**src/rtl/regbus_cmd_master_pkg.sv**
```systemverilog
// Shared definitions for the byte-stream register-bus command master.
package regbus_cmd_master_pkg;

    localparam logic [7:0] OP_WR = 8'h57;
    localparam logic [7:0] OP_RD = 8'h52;

    typedef enum logic [2:0] {
        IDLE,
        ADDR,
        WDATA,
        WRITE,
        RD_WAIT,
        TX
    } state_t;

    function automatic int byte_cnt_w(input int nb);
        return $clog2(nb + 1);
    endfunction

endpackage

```
**src/rtl/regbus_tx_ser.sv**
```systemverilog
// Loads a bus word and streams it out MSB byte first over valid/ready.
module regbus_tx_ser
    import regbus_cmd_master_pkg::*;
#(
    parameter int DATAW = 8
) (
    input  logic             i_clk,
    input  logic             i_rst,
    input  logic             load,
    input  logic [DATAW-1:0] word,
    output logic             tx_valid,
    output logic [7:0]       tx_data,
    input  logic             tx_ready,
    output logic             done
);

    localparam int NB   = DATAW / 8;
    localparam int CNTW = byte_cnt_w(NB);

    logic [DATAW-1:0] shreg;
    logic [CNTW-1:0]  left;
    logic             hs;

    assign hs      = tx_valid & tx_ready;
    assign tx_data = shreg[DATAW-1 -: 8];
    assign done    = hs && (left == CNTW'(1));

    always_ff @(posedge i_clk) begin
        if (i_rst) begin
            shreg    <= '0;
            left     <= '0;
            tx_valid <= 1'b0;
        end else if (load) begin
            shreg    <= word;
            left     <= CNTW'(NB);
            tx_valid <= 1'b1;
        end else if (hs) begin
            shreg <= shreg << 8;
            left  <= left - 1'b1;
            if (left == CNTW'(1))
                tx_valid <= 1'b0;
        end
    end

endmodule

```
**src/rtl/regbus_cmd_master.sv**
```systemverilog
// Framed byte-stream command decoder driving a simple register bus.
// Writes: 0x57, addr, NB data bytes.  Reads: 0x52, addr -> NB response bytes.
//
// state   | meaning
// --------+-----------------------------------------------------------
// IDLE    | waiting for an opcode; unknown opcodes pulse o_err
// ADDR    | waiting for the address byte
// WDATA   | shifting in NB write-data bytes
// WRITE   | o_we asserted for this single cycle
// RD_WAIT | counting out slave read latency, then capturing i_rdata
// TX      | response bytes streaming out of the serializer
module regbus_cmd_master
    import regbus_cmd_master_pkg::*;
#(
    parameter int DATAW  = 8,
    parameter int RD_LAT = 1
) (
    input  logic             i_clk,
    input  logic             i_rst,
    input  logic             i_rx_valid,
    input  logic [7:0]       i_rx_data,
    output logic             o_rx_ready,
    output logic             o_tx_valid,
    output logic [7:0]       o_tx_data,
    input  logic             i_tx_ready,
    output logic             o_we,
    output logic [7:0]       o_addr,
    output logic [DATAW-1:0] o_wdata,
    input  logic [DATAW-1:0] i_rdata,
    output logic             o_err
);

    localparam int NB   = DATAW / 8;
    localparam int CNTW = byte_cnt_w(NB);
    localparam int LATW = $clog2(RD_LAT + 1);

    state_t             state;
    logic               is_wr;
    logic [CNTW-1:0]    byte_cnt;
    logic [LATW-1:0]    lat_cnt;
    logic               rx_hs;
    logic [DATAW+7:0]   wdata_shift;
    logic               tx_load;
    logic               tx_done;

    // Held low through reset so nothing is accepted while the FSM is being cleared.
    assign o_rx_ready  = !i_rst && (state == IDLE || state == ADDR || state == WDATA);
    assign rx_hs       = i_rx_valid && o_rx_ready;
    assign wdata_shift = {o_wdata, i_rx_data};
    assign tx_load     = (state == RD_WAIT) && (lat_cnt == '0);

    always_ff @(posedge i_clk) begin
        if (i_rst) begin
            state    <= IDLE;
            is_wr    <= 1'b0;
            byte_cnt <= '0;
            lat_cnt  <= '0;
            o_we     <= 1'b0;
            o_err    <= 1'b0;
            o_addr   <= '0;
            o_wdata  <= '0;
        end else begin
            o_we  <= 1'b0;
            o_err <= 1'b0;
            case (state)
                IDLE: begin
                    if (rx_hs) begin
                        if (i_rx_data == OP_WR) begin
                            is_wr <= 1'b1;
                            state <= ADDR;
                        end else if (i_rx_data == OP_RD) begin
                            is_wr <= 1'b0;
                            state <= ADDR;
                        end else begin
                            o_err <= 1'b1;
                        end
                    end
                end
                ADDR: begin
                    if (rx_hs) begin
                        o_addr   <= i_rx_data;
                        byte_cnt <= '0;
                        lat_cnt  <= LATW'(RD_LAT);
                        state    <= is_wr ? WDATA : RD_WAIT;
                    end
                end
                WDATA: begin
                    if (rx_hs) begin
                        o_wdata <= wdata_shift[DATAW-1:0];
                        if (byte_cnt == CNTW'(NB - 1)) begin
                            o_we  <= 1'b1;
                            state <= WRITE;
                        end else begin
                            byte_cnt <= byte_cnt + 1'b1;
                        end
                    end
                end
                WRITE: state <= IDLE;
                RD_WAIT: begin
                    if (lat_cnt == '0)
                        state <= TX;
                    else
                        lat_cnt <= lat_cnt - 1'b1;
                end
                TX: begin
                    if (tx_done)
                        state <= IDLE;
                end
                default: state <= IDLE;
            endcase
        end
    end

    regbus_tx_ser #(
        .DATAW(DATAW)
    ) u_tx_ser (
        .i_clk   (i_clk),
        .i_rst   (i_rst),
        .load    (tx_load),
        .word    (i_rdata),
        .tx_valid(o_tx_valid),
        .tx_data (o_tx_data),
        .tx_ready(i_tx_ready),
        .done    (tx_done)
    );

endmodule
```
**config.mk**
```make
export PLATFORM = sky130hd
export DESIGN_NAME = regbus_cmd_master
export DESIGN_NICKNAME = d
export VERILOG_FILES = /design/src/rtl/regbus_cmd_master_pkg.sv /design/src/rtl/regbus_tx_ser.sv /design/src/rtl/regbus_cmd_master.sv
export SDC_FILE = /design/constraint.sdc
export NUM_CORES = 1
export LEC_CHECK = 0
export ABC_AREA = 1
export CORE_UTILIZATION = 30
export CTS_CLUSTER_DIAMETER = 40
export DETAILED_ROUTE_END_ITERATION = 8
export DONT_BUFFER_PORTS = 1
export HOLD_SLACK_MARGIN = 0.03
export PLACE_DENSITY_LB_ADDON = 0.05
export SLEW_MARGIN = 20
export SYNTH_ARGS = -nofsm -noshare
export SYNTH_HDL_FRONTEND = slang
export SYNTH_SLANG_ARGS = --single-unit
```
**constraint.sdc**
```tcl
create_clock -name i_clk -period 1.4 [get_ports i_clk]
set_input_delay 0.14 -clock i_clk [delete_from_list [all_inputs] [get_ports i_clk]]
set_output_delay 0.14 -clock i_clk [all_outputs]
set_load 0.005 [all_outputs]
```
==> results.tsv <==
stage	metric	value	unit
run_status	status	finished, final reports clean	
drt	firstDrtPassIters	4	
timing	tightest_slew	688	ps
grt	antenna_found_initial	0	
worst_setup_path	crit_required	1540	ps
grt	grt_max_degree	17	
finish	drive_gt1_share	18.6	%
die	die_h	69.9	µm
drt	drt-total-wl	3490	µm
clock_tree	clock_latency	280	ps
die	num_rows	24	
worst_setup_path	critPathArrivalTime	1440	ps
grt	grt_pass1_wl	5610	µm
die	initial_core_util	31.6	%
die	core	0.00438	mm²
clock_tree	clockBufferDepth	2	
clock_tree	clk_pin_slew_worst_paths	70	ps
run	cap_violations	0	
worst_setup_path	cpMaxStageDelayCell	dfxtp_2	
worst_setup_path	max_stage_delay	370	ps
synth	syn_nets	195	
placed_design	port_buffers	0	
power_and_ir_drop	p_sw	0.831	mW
finish	num_antenna_cells	0	
synth	syn_area	0.00139	mm²
timing	final-setup-viol-count	0	
power_and_ir_drop	total_power	2.72	mW
timing	skew	5.44	ps
clock_tree	cts.sinks	33	
power_and_ir_drop	clockPowerShare	33.9	%
grt	grt_pass1_vias	1178	
synth	ys_warn_count	0	
worst_setup_path	endpoint_kind	flop	
clock_tree	cts_tree	built	
placed_design	placed_cells	226	
power_and_ir_drop	p_per_area	1590	mW/mm²
placed_design	dp_hpwl	2460	µm
drt	postRouteAntennaNets	0	
die	ios	48	
worst_setup_path	critPathLaunchType	flop	
timing	period_needed	1310	ps
finish	final_cell_area	0.00170	mm²
worst_setup_path	path_class	reg -> reg	
drt	drc	0	
timing	timing.fmax	0.765	GHz
clock_tree	cts.htree.levels	2	
finish	area_delta_synth_final	22.9	%
synth	yosysUniqueCellTypes	26	
finish	final_cell_count_no_fill	246	
placed_design	post_dp_cell_area	0.00145	mm²
drt	avgViaCountPerCell	4.90	
power_and_ir_drop	leakage	0.673	nW
power_and_ir_drop	ir_worst_vdd	603	µV
synth	postSynthCellCount	175	
timing	hold_slack	42.2	ps
power_and_ir_drop	seqPwrFrac	43.1	%
synth	synth.area.top_cells	dfxtp_1 48%, nand2_1 9.2%, a21oi_1 8.7%	
timing	slew_violations	0	
power_and_ir_drop	netSwitchingFraction	30.6	%
synth	ys_seq_area_share	47.7	%
grt	track_usage	14.8	%
clock_tree	numCtsBuffers	5	
synth	synth_top_area_share	47.7	%
finish	finish.utilization	38.8	%
power_and_ir_drop	pwr-share-comb	23.0	%
die	die-area	0.00489	mm²
synth	synth_top_cell_by_area	dfxtp_1	
die	dieWidth	69.9	µm
worst_setup_path	cpLargestDelayFamily	simple AND/OR/NAND/NOR gates	
power_and_ir_drop	p_int	1.88	mW
grt	grt-ovfl-total	0	
clock_tree	cts_root_buf	clkbuf_8	
timing	fin_crit_sh	93.4	%
timing	max-slew-margin-rel	54.0	%
drt	routedWlPerCell	14.2	µm
worst_setup_path	path_cells	nor2_1 -> nand2_1 -> or2_1 -> nand3_1 -> a21oi_1	
synth	synth_seq_cells	33	
finish	nets	213	
drt	drt_iter0_drc	45	
worst_hold_path	hp-class	in -> reg	
timing	rsz0062_at_grt	yes	
worst_setup_path	path_max_fanout	10	
timing	hold_viol	0	
placed_design	gp_congestion	0.848	
synth	avgSynthCellArea	7.91	µm²
drt	route.vias.total	1206	
worst_setup_path	crit_buf_inv	0	
synth_stat cells (all sizes together):
master	instances
nand4	1
nor3	1
or2	1
nor2	16
a21oi	30
a31oi	1
clkbuf	1
xor2	1
dfxtp	33
buf	5
nand2	40
inv	14
nand3	17
o21ai	14
cell usage in the layout (no fill, tap or decap):
cell	synthesis	layout
nand2_1	34	34
dfxtp_1	33	30
a21oi_1	24	24
nand3_1	16	16
nor2_1	14	14
dlygate4sd3_1	0	12
inv_1	9	9
o21ai_0	8	8
clkbuf_8	0	6
a21oi_2	6	5
nand2_2	5	5
o21ai_1	5	5
buf_4	0	4
inv_2	3	3
dfxtp_2	0	3
a21oi_4	0	1
or2_1	1	1
xor2_1	1	1
nand3_4	1	1
inv_4	2	1
nand2_4	1	1
inv_8	0	1
o21ai_2	1	1
nor2_2	1	1
nor2_4	1	1
nor3_1	1	1
a31oi_1	1	1
nand4_1	1	1
bufinv_16	0	1
clkbuf_1	1	1
buf_12	1	1
cell families after synthesis:
group | after synthesis | synth area share (%)
flops | 33 | 47.7
buf+inv | 20 | 7.77
compound gates | 45 | 18.2
xor+xnor | 1 | 0.632
simple gates | 76 | 25.7
cell type report:
cell class	instances	area (µm²)
Tap cell	52	65.1
Multi-Input combinational cell	122	624
Sequential cell	33	664
Timing Repair Buffer	17	170
Clock inverter	1	30.0
Clock buffer	7	86.3
Fill cell	463	2680
Inverter	14	62.6
registers in the layout (all words and copies together), names as in the netlist, 3 cells and up:
name              flops
o_addr                8
o_wdata               8
state                 3
u_tx_ser.tx_data      8
power by group through the flow:
stage	clock [mW]	combinational, mW	sequential, mW
3_5_place_dp	0	0.577	1.17
3_3_place_gp	0	0.573	1.17
4_1_cts	0.956	0.622	1.16
2_1_floorplan	0	0.463	1.15
6_report	0.920	0.625	1.17
5_1_grt	0.996	0.694	1.19
per-layer routing:
metal / vias up / share of wire, % / global-route usage (%)
met4: 0 / 2.0 / 6.89
met2: 40 / 53 / 26.7
met5: - / 0 / 0
met1: 552 / 39 / 15.4
met3: 6 / 6.4 / 4.91
li1: 608 / - / -
per-stage QoR:
| step | setup TNS (ps) | setup slack [ps] |
|---|---|---|
| 3_5_place_dp | -17.3 | -17.3 |
| 3_3_place_gp | 0 | 66.1 |
| 2_1_floorplan | 0 | 204 |
| 4_1_cts | 0 | 11.1 |
| 5_1_grt | -2.15 | -2.15 |
| 6_report | 0 | 92.4 |
final timing paths:
path	end	depth (start not counted)	from	slack, ps
min reg2reg	is_wr$_SDFFE_PP0P_	2	is_wr$_SDFFE_PP0P_	490
max	u_tx_ser.tx_data[4]$_SDFFE_PP0P_	5	state[1]$_SDFFE_PP0P_	90
min	o_addr[6]$_SDFFE_PP0P_	2	i_rx_data[6]	40
max reg2reg	u_tx_ser.tx_data[4]$_SDFFE_PP0P_	5	state[1]$_SDFFE_PP0P_	90
repair_timing:
item | in CTS | in global routing
pin swaps | 2 | 1
hold buffers | 12 | 0
endpoints found under the setup margin | 1 | 15
hold endpoints to repair | 18 | 0
buffers inserted | 0 | 0
gates resized for setup | 2 | 4
Note: power is estimated with default switching activity, not from simulation.
